### config.mk
export PLATFORM = sky130hd
export DESIGN_NAME = adder_operand_gen
export DESIGN_NICKNAME = d
export VERILOG_FILES = /design/src/rtl/adder_stim_pkg.sv /design/src/rtl/biased_bit_lfsr.sv /design/src/rtl/adder_operand_gen.sv
export SDC_FILE = /design/constraint.sdc
export NUM_CORES = 1
export LEC_CHECK = 0
export BUFFER_PORTS_ARGS = -buffer_cell sky130_fd_sc_hd__buf_2
export CORE_AREA = 2 2 108 121
export DETAILED_ROUTE_END_ITERATION = 8
export DIE_AREA = 0 0 110 123
export GPL_ROUTABILITY_DRIVEN = 1
export GPL_TIMING_DRIVEN = 0
export PLACE_DENSITY = 0.69
export SLEW_MARGIN = 5
export SYNTH_ARGS = -nofsm -noshare
export SYNTH_HDL_FRONTEND = slang
export SYNTH_SLANG_ARGS = --single-unit
### constraint.sdc
create_clock -name clk -period 5 [get_ports clk]
set_input_delay 1 -clock clk [delete_from_list [all_inputs] [get_ports clk]]
set_output_delay 1 -clock clk [all_outputs]
set_load 0.05 [all_outputs]
### src/rtl/adder_stim_pkg.sv
// Shared definitions for the adder operand generator.
//   LFSR_W / LFSR_MASK : width and Galois feedback mask of the operand LFSR
//   BIAS_THRESH        : low-nibble threshold giving a 6/16 chance of a 1
//   LFSR_STEPS         : LFSR advances per generated bit
//   state_t            : generator FSM states
//   lfsr_step()        : one right-shifting Galois step
package adder_stim_pkg;

  localparam int                LFSR_W      = 16;
  localparam logic [LFSR_W-1:0] LFSR_MASK   = 16'hB400;
  localparam logic [3:0]        BIAS_THRESH = 4'd10;
  localparam int                LFSR_STEPS  = 4;

  typedef enum logic [1:0] {
    IDLE = 2'd0,
    RUN  = 2'd1,
    DONE = 2'd2
  } state_t;

  function automatic logic [LFSR_W-1:0] lfsr_step(input logic [LFSR_W-1:0] l);
    logic [LFSR_W-1:0] r;
    r = l >> 1;
    if (l[0]) begin
      r = r ^ LFSR_MASK;
    end
    return r;
  endfunction

endpackage

### src/rtl/biased_bit_lfsr.sv
// Biased random bit source.
// A 16-bit Galois LFSR whose low nibble is compared against a threshold,
// giving a 1 with probability 6/16. The bit reflects the current LFSR value;
// when enabled the LFSR moves on by four steps so successive bits come from
// (mostly) fresh nibbles.
// Ports:
//   clk       : clock, rising edge
//   rst       : asynchronous active-high reset, loads the seed
//   load_seed : synchronous reload of the seed
//   en        : consume the current bit and advance the LFSR
//   rnd_bit   : biased random bit
module biased_bit_lfsr
  import adder_stim_pkg::*;
#(
  parameter logic [LFSR_W-1:0] SEED = 16'hACE1
) (
  input  logic clk,
  input  logic rst,
  input  logic load_seed,
  input  logic en,
  output logic rnd_bit
);

  // The all-zero state is a lock-up state for the LFSR, so a zero seed is
  // replaced by 1.
  localparam logic [LFSR_W-1:0] SEED_EFF = (SEED == '0) ? LFSR_W'(1) : SEED;

  logic [LFSR_W-1:0] lfsr_reg;
  logic [LFSR_W-1:0] lfsr_next;

  always_comb begin
    lfsr_next = lfsr_reg;
    for (int i = 0; i < LFSR_STEPS; i++) begin
      lfsr_next = lfsr_step(lfsr_next);
    end
  end

  always_ff @(posedge clk or posedge rst) begin
    if (rst) begin
      lfsr_reg <= SEED_EFF;
    end else if (load_seed) begin
      lfsr_reg <= SEED_EFF;
    end else if (en) begin
      lfsr_reg <= lfsr_next;
    end
  end

  assign rnd_bit = (lfsr_reg[3:0] >= BIAS_THRESH);

endmodule

### src/rtl/adder_operand_gen.sv
// Operand source for the ripple-carry adder under test.
// A run of num_vectors vectors is started in IDLE. Each vector takes 2N+1
// biased random bits, shifted in MSB-first into a staging register, and is
// then moved into the output slot {a, b, cin} and offered with valid/ready.
// Staging of the next vector continues while the slot is occupied.
// Ports:
//   clk, rst    : clock and asynchronous active-high reset
//   start       : begin a run (only looked at in IDLE)
//   num_vectors : vector count for the run, captured with start
//   ready       : downstream accepts the vector on offer
//   valid       : a / b / cin hold a vector
//   a, b, cin   : operands and carry-in
//   busy        : a run is in progress
//   done        : single-cycle pulse after the last vector is accepted
module adder_operand_gen
  import adder_stim_pkg::*;
#(
  parameter int                N     = 8,
  parameter int                CNT_W = 16,
  parameter logic [LFSR_W-1:0] SEED  = 16'hACE1
) (
  input  logic             clk,
  input  logic             rst,
  input  logic             start,
  input  logic [CNT_W-1:0] num_vectors,
  input  logic             ready,
  output logic             valid,
  output logic [N-1:0]     a,
  output logic [N-1:0]     b,
  output logic             cin,
  output logic             busy,
  output logic             done
);

  localparam int              SH_W    = 2 * N + 1;
  localparam int              BC_W    = $clog2(SH_W + 1);
  localparam logic [BC_W-1:0] BC_FULL = BC_W'(SH_W);

  state_t             state_reg;
  state_t             state_next;
  logic [SH_W-1:0]    sh_reg;
  logic [BC_W-1:0]    bc_reg;
  logic [CNT_W-1:0]   loaded_reg;
  logic [CNT_W-1:0]   accepted_reg;
  logic [CNT_W-1:0]   num_reg;
  logic               valid_reg;
  logic [N-1:0]       a_reg;
  logic [N-1:0]       b_reg;
  logic               cin_reg;
  logic               busy_reg;
  logic               done_reg;

  logic seed_load;
  logic gen_en;
  logic load_en;
  logic accept;
  logic last_accept;
  logic rnd_bit;

  // Staging stops once every vector of the run has been moved into the slot,
  // and also when a fully staged vector is waiting for the slot to free up.
  assign seed_load   = (state_reg == IDLE) && start;
  assign gen_en      = (state_reg == RUN) && (bc_reg < BC_FULL) && (loaded_reg < num_reg);
  assign load_en     = (state_reg == RUN) && (bc_reg == BC_FULL) && (!valid_reg || ready);
  assign accept      = (state_reg == RUN) && valid_reg && ready;
  assign last_accept = accept && ((accepted_reg + CNT_W'(1)) == num_reg);

  biased_bit_lfsr #(
    .SEED (SEED)
  ) u_lfsr (
    .clk       (clk),
    .rst       (rst),
    .load_seed (seed_load),
    .en        (gen_en),
    .rnd_bit   (rnd_bit)
  );

  always_comb begin
    state_next = state_reg;
    unique case (state_reg)
      IDLE: begin
        if (start) begin
          state_next = (num_vectors == '0) ? DONE : RUN;
        end
      end
      RUN: begin
        if (last_accept) begin
          state_next = DONE;
        end
      end
      DONE:    state_next = IDLE;
      default: state_next = IDLE;
    endcase
  end

  always_ff @(posedge clk or posedge rst) begin
    if (rst) begin
      state_reg    <= IDLE;
      sh_reg       <= '0;
      bc_reg       <= '0;
      loaded_reg   <= '0;
      accepted_reg <= '0;
      num_reg      <= '0;
      valid_reg    <= 1'b0;
      a_reg        <= '0;
      b_reg        <= '0;
      cin_reg      <= 1'b0;
      busy_reg     <= 1'b0;
      done_reg     <= 1'b0;
    end else begin
      state_reg <= state_next;
      busy_reg  <= (state_next == RUN);
      done_reg  <= (state_next == DONE);

      if (seed_load) begin
        bc_reg       <= '0;
        loaded_reg   <= '0;
        accepted_reg <= '0;
        num_reg      <= num_vectors;
      end else begin
        // gen_en and load_en are exclusive: they need bc below / at full.
        if (gen_en) begin
          sh_reg <= {sh_reg[SH_W-2:0], rnd_bit};
          bc_reg <= bc_reg + BC_W'(1);
        end
        if (load_en) begin
          a_reg      <= sh_reg[2*N:N+1];
          b_reg      <= sh_reg[N:1];
          cin_reg    <= sh_reg[0];
          bc_reg     <= '0;
          loaded_reg <= loaded_reg + CNT_W'(1);
        end
        if (accept) begin
          accepted_reg <= accepted_reg + CNT_W'(1);
        end
        // A load in the accept cycle refills the slot immediately.
        if (load_en) begin
          valid_reg <= 1'b1;
        end else if (accept) begin
          valid_reg <= 1'b0;
        end
      end
    end
  end

  assign valid = valid_reg;
  assign a     = a_reg;
  assign b     = b_reg;
  assign cin   = cin_reg;
  assign busy  = busy_reg;
  assign done  = done_reg;

endmodule

==> results of run 1 <==
[per-layer routing]
layer,global-route usage [%],vias to the layer above,wire length (um)
met2,33.44,90,6010
li1,-,2068,-
met1,25.95,2046,5672
met4,7.595,0,272
met5,0,-,0
met3,3.110,21,456
[per-stage QoR]
step | power (mW) | setup slack (ns) | hold WS, ns
3_5_place_dp | 2.504 | 1.874 | 0.4569
5_1_grt | 3.432 | 1.780 | 0.5047
4_1_cts | 3.239 | 2.001 | 0.4768
6_report | 3.219 | 1.954 | 0.4750
2_1_floorplan | 2.217 | 1.168 | 0.4348
3_3_place_gp | 2.452 | 0.04118 | 0.4568
[area by class of cell]
cell class	count	area [um^2]	area share, %
buffer	26	101.3	1.647
clock buffer	10	229.0	3.720
clock inverter	6	71.32	1.159
inverter	24	92.59	1.504
multi-input combinational	414	2509	40.76
sequential	108	2713	44.07
tap	157	196.4	3.192
timing repair buffer	41	242.7	3.944
[placed cells by master (no fill, tap or decap), types with 3 or more instances in the layout]
cell       count
nand2_1      114
dfrtp_1      100
o21ai_0       61
buf_2         42
nor2_1        33
clkbuf_1      24
xnor2_1       24
inv_1         23
xor2_1        22
ha_1          19
a21oi_1       18
nand3_1       17
mux2_2        16
nand4_1       11
nor3_1        11
clkbuf_16      9
dfstp_2        8
and3_1         7
nor4_1         7
o31ai_1        4
and4_1         4
nand2b_1       3
nor2b_1        3
a21o_1         3
a211oi_1       3
o22ai_1        3
[power by group]
| group | switching [mW] | total [mW] | internal (mW) |
|---|---|---|---|
| clock network | 0.331 | 0.726 | 0.395 |
| logic | 0.705 | 1.13 | 0.424 |
| registers | 0.206 | 1.36 | 1.16 |
| total | 1.24 | 3.22 | 1.98 |
[worst max-delay path by stage]
| stage | start | to | cells after the start | slack, ns |
|---|---|---|---|---|
| after floorplan | rst | a[0] | 1 | 1.17 |
| after global placement | rst | accepted_reg[14] | 2 | 0.04 |
| final | accepted_reg[0] | busy | 8 | 1.95 |
| after global routing | accepted_reg[0] | busy | 8 | 1.78 |
| after CTS | accepted_reg[0] | state_reg[0] | 8 | 2.00 |
| after detailed placement | ready | state_reg[0] | 8 | 1.87 |
[tightest hold or removal path, delay by kind of cell, from the launching register on]
family        cells  cell delay, ns
simple gates      2            0.11
flops             1            0.34
[cell families after synthesis]
logic type      count (synthesis)
xor+xnor                       46
mux                            17
simple gates                  222
compound gates                110
flops                         108
fa+ha+maj                      19
buf+inv                        50
==> reports/qor.yml, run 1 <==
logic_synthesis:
  yosysMostFrequentCell: "nand2_1"
  syn_area_um2: 5413
  yosysTopAreaCellShare_pct: 46.23
  synth_mux_area_share_pct: 3.514
  syn_inst: 572
  synth_xor_area_share_pct: 7.443
  synth_fa_ha_area_share_pct: 4.392
  ys_types: 48
  synth_compound_area_share_pct: 11.93
  synth.top_cells.by_count: "nand2_1 (114), dfrtp_1 (100), o21ai_0 (61), nor2_1 (33)"
  synth-edff-count: 0
  ys.warnings.count: 0
  synth_area_per_cell_um2: 9.463
  synth-seq-cells: 108
  ys_top_cells_by_area: "dfrtp_1 (46%), nand2_1 (7.9%), o21ai_0 (5.6%)"
  synth_flop_cell: "dfrtp_1"
  ys_async_sr_fraction_pct: 100.0
  yosysTopAreaCell: "dfrtp_1"
  synth_top_family_by_area: "simple AND/OR/NAND/NOR gates"
  synth_fp_nets: 611
  yosys.area_share.simple_pct: 19.07
  yosysSeqAreaShare_pct: 50.12
clock_tree:
  tritoncts: "yes"
  clk_pin_slew_worst_paths_ns: 0.08
  clock_sink_count: 108
  numCtsBuffers: 9
  clk_latency_ns: 0.35
  cts_hold_buf: 0
  clock_path_buffers: 2
  root_buffer: "clkbuf_16"
  cts_resized: 0
  cts-htree-levels: 3
  cts_setup_buffers: 0
floorplan:
  pin_count: 40
  fp.dieArea_um2: 13530
  initial_core_util_pct: 43.93
  dieHeight_um: 123
  core_area_um2: 12320
  die_w_um: 110
  num_rows: 43
timing:
  finalCritPeriodShare_pct: 60.91
  clock.fmax_ghz: 0.3283
  tns_ns: 0
  worst_pin_slew_ns: 0.8492
  finClkSkew_ns: 0.01106
  slew_headroom_pct: 43.18
  setup_viol: 0
  hold_viol: 0
  maxSlewViolCount: 0
  period_minus_slack_ns: 3.046
  rsz0062_at_grt: "no"
worst_setup_path:
  r2r_start: "accepted_reg[0]"
  criticalPathCategory: "flip-flop to flip-flop"
  reg2reg_to: "busy"
  cp_top_family: "compound AO/OA/AOI/OAI gates"
  slowest_delay_ns: 0.53
  ff2ff_setup_slack_ns: 1.95
  cp.arrival_ns: 3.28
  crit_chain: "ha_1, nand3_1, nor2_2, nand4_1, xnor2_1, o311ai_0, a2111o_1, o31a_1"
  crit_path_start_kind: "flip-flop"
  worst-path-buf-inv: 0
  reg2reg_depth: 8
  path_max_fanout: 9
  cp.required_ns: 5.23
  end_kind: "flip-flop"
  slowest_stage: "dfrtp_1"
hold_path:
  min_path_type: "flip-flop to flip-flop"
  hold_start: "sh_reg[16]"
  worstHoldEndpoint: "a[7]"
  worstHoldPathCells: 2
finish:
  largest_reg_flops: 17
  final_nets: 663
  diodes: 0
  final_layout_size_suffix_gt1_share_pct: 14.47
  syn2layout_area_growth_pct: 13.71
  layout.cells.non_filler: 786
  fin_area_um2: 6155
  final_core_util_pct: 49.95
  fill_cells: 1124
drt:
  drt_first_iter_violations: 280
  vias: 4225
  drc_errors: 0
  routed_wirelength_mm: 12.41
  drtAntennaViolNets: 0
  via_per_inst: 5.375
  wire_per_inst_um: 15.79
  firstDrtPassIters: 4
global_routing:
  track_usage_pct: 19.96
  grt_pass1_vias: 4253
  grt_overflow: 0
  antenna_found_initial: 0
  grt_max_degree: 73
  grt_pass1_wl_mm: 20.87
flow_run:
  maxCapViolations: 0
power:
  power_density_nw_per_um2: 522.9
  vdd_drop_max_uv: 376.0
  leakage_nw: 2.918
placed_design:
  place_area_um2: 5854
  dp_cells: 770
  place_congestion: 0.9122
  port_buffers: 39
  dp_hpwl_mm: 8.956
run_status:
  outcome: "finished, final reports clean"
(Power assumes the default switching activity.)
==> inputs of run 2 (changes only) <==
clock period = 2.9 ns   (was 5 ns; I/O delays follow)
==> reports/qor.yml, run 2 (same netlist as run 1, synthesis figures left out) <==
clock_tree:
  clock_sink_count: 108  # unchanged
  root_buffer: "clkbuf_16"
  clock_path_buffers: 2  # unchanged
  tritoncts: "yes"
  cts-htree-levels: 3  # unchanged
  clk_latency_ns: 0.36  # about the same
  clk_pin_slew_worst_paths_ns: 0.08  # about the same
  numCtsBuffers: 9  # unchanged
run_status:
  outcome: "finished, final reports clean"
worst_setup_path:
  crit_chain: "ha_2, nand3_1, xnor2_1, a21oi_1, nand4_1, a2111o_1, a311o_1, o31a_1"
  slowest_stage: "dfrtp_1"
  reg2reg_to: "busy"
  end_kind: "flip-flop"
  worst-path-buf-inv: 0  # unchanged
  reg2reg_depth: 8  # unchanged
  startpoint: "accepted_reg[0]"
  slowest_delay_ns: 0.52  # about the same
  criticalPathCategory: "flip-flop to flip-flop"
  cp_top_family: "compound AO/OA/AOI/OAI gates"
  cp_num_cells: 8  # unchanged
  path_max_fanout: 7  # -2
  cp.arrival_ns: 3.01  # -0.27 ns
  cp.required_ns: 3.14  # -2.09 ns
  r2r_start: "accepted_reg[0]"
  crit_path_start_kind: "flip-flop"
  ff2ff_setup_slack_ns: 0.13  # -1.83 ns
placed_design:
  place_congestion: 0.9667  # +6.0%
  place_ws_ns: -0.07941  # -1.954 ns
  port_buffers: 39  # unchanged
  dp_hpwl_mm: 9.073  # +1.3%
floorplan:
  core_area_um2: 12320  # unchanged
  initial_core_util_pct: 43.93  # unchanged
  dieHeight_um: 123  # unchanged
  num_rows: 43  # unchanged
  die_w_um: 110  # unchanged
  pin_count: 40  # unchanged
  fp.dieArea_um2: 13530  # unchanged
global_routing:
  grt_pass1_vias: 4284  # +0.73%
  antenna_found_initial: 0  # unchanged
  grt_pass1_wl_mm: 20.72  # -0.73%
  grt_max_degree: 40  # -45%
  grt_overflow: 0  # unchanged
  track_usage_pct: 20.02  # +0.060 points
timing:
  fin_ws_ns: 0.1254  # -1.829 ns
  setup_viol: 0  # unchanged
  slew_headroom_pct: 49.19  # +6.0 points
  maxSlewViolCount: 0  # unchanged
  hold_viol: 0  # unchanged
  hold_ws_ns: 0.3487  # -0.1264 ns
  finalCritPeriodShare_pct: 95.68  # +35 points
  worst_pin_slew_ns: 0.7594  # -0.08984 ns
  period_minus_slack_ns: 2.775  # -0.2710 ns
  finClkSkew_ns: 0.01151  # +0.0004524 ns
  clock.fmax_ghz: 0.3604  # +9.8%
power:
  clkPwrFrac_pct: 22.5  # about the same
  internal_power_mw: 3.434  # +74%
  vdd_drop_max_uv: 600.1  # +60%
  p_switching_mw: 2.124  # +71%
  power_density_nw_per_um2: 898.8  # +72%
  pwr-share-comb_pct: 35.3  # +0.2 points
  leakage_nw: 2.923  # +0.15%
  switching_share_pct: 38.22  # -0.35 points
  power.total_mw: 5.558  # +73%
  pwr-share-seq_pct: 42.2  # -0.2 points
finish:
  fill_cells: 1164  # +3.6%
  diodes: 0  # unchanged
  final_core_util_pct: 50.19  # +0.23 points
  syn2layout_area_growth_pct: 14.24
  largest_reg_flops: 17  # unchanged
  layout_commonest_cell: "nand2_1"
  ff_latch_area_um2: 2713  # unchanged
  final_nets: 665  # +0.30%
  final_layout_size_suffix_gt1_share_pct: 15.37  # +0.91 points
  multi_input_area_um2: 2520  # +0.45%
  most-common-layout-cells: "nand2_1 (114), dfrtp_1 (100), o21ai_0 (61)"
drt:
  via_per_inst: 5.367  # -0.16%
  wl_met1_mm: 5.513  # -2.8%
  drt_first_iter_violations: 269  # -3.9%
  wire_per_inst_um: 15.54  # -1.6%
  top_layer: "met4"
  routed_wirelength_mm: 12.25  # -1.3%
  vias: 4229  # +0.095%
  wl_met2_mm: 6.004  # about the same
  firstDrtPassIters: 5  # +1
  drc_errors: 0  # unchanged
  drtAntennaViolNets: 0  # unchanged
  wl_met3_um: 425  # -6.8%
hold_path:
  min_path_type: "input pin to async pin"
flow_run:
  maxCapViolations: 0  # unchanged
-- run 2: how the worst max path moves through the flow --
stage and to:
2_1_floorplan busy, 3_3_place_gp busy, 3_5_place_dp sh_reg[10], 4_1_cts busy
5_1_grt u_lfsr.lfsr_reg[1], 6_report busy
-- run 2: worst register-to-register path, cell delays in order (launching register included) --
cell      delay, ns
dfrtp_1        0.52
ha_2           0.31
nand3_1        0.23
xnor2_1        0.19
a21oi_1        0.14
nand4_1        0.12
a2111o_1       0.45
a311o_1        0.39
o31a_1         0.30
-- run 2: through the flow --
step	instance area, um^2	setup TNS (ns)	cells
floorplan	5416	0	572
global placement	5808	-0.3101	768
detailed placement	5848	-0.8341	770
CTS	6157	0	786
global route	6183	-0.002429	788
finish	6183	0	788
-- run 2: routing by layer --
layer / track usage [%] / vias to the layer above
li1: - / 2063
met5: 0 / -
met2: 32.94 / 78
met1: 25.88 / 2068
met4: 9.415 / 0
met3: 2.952 / 20
-- run 2: repair_timing --
| action | 4_1_cts | 5_1_grt |
|---|---|---|
| pin swaps | 0 | 1 |
| endpoints found under the setup margin | 14 | 29 |
| hold endpoints to repair | 0 | 0 |
| gates resized for setup | 2 | 6 |
| setup buffers | 0 | 2 |
| hold buffers | 0 | 0 |
-- run 2: power by group through the flow --
stage / registers (mW) / clock network [mW] / logic (mW)
4_1_cts: 2.35 / 1.28 / 1.97
2_1_floorplan: 2.65 / 0 / 1.17
5_1_grt: 2.41 / 1.34 / 2.18
3_3_place_gp: 2.35 / 0 / 1.88
3_5_place_dp: 2.37 / 0 / 1.95
6_report: 2.34 / 1.25 / 1.96
-- run 2: cell type report --
| cell class | instances | area share (%) |
|---|---|---|
| Tap cell | 157 | 3.177 |
| Inverter | 24 | 1.518 |
| Clock inverter | 6 | 1.032 |
| Buffer | 26 | 1.740 |
| Timing Repair Buffer | 43 | 4.047 |
| Sequential cell | 108 | 43.87 |
| Multi-Input combinational cell | 414 | 40.75 |
| Clock buffer | 10 | 3.865 |
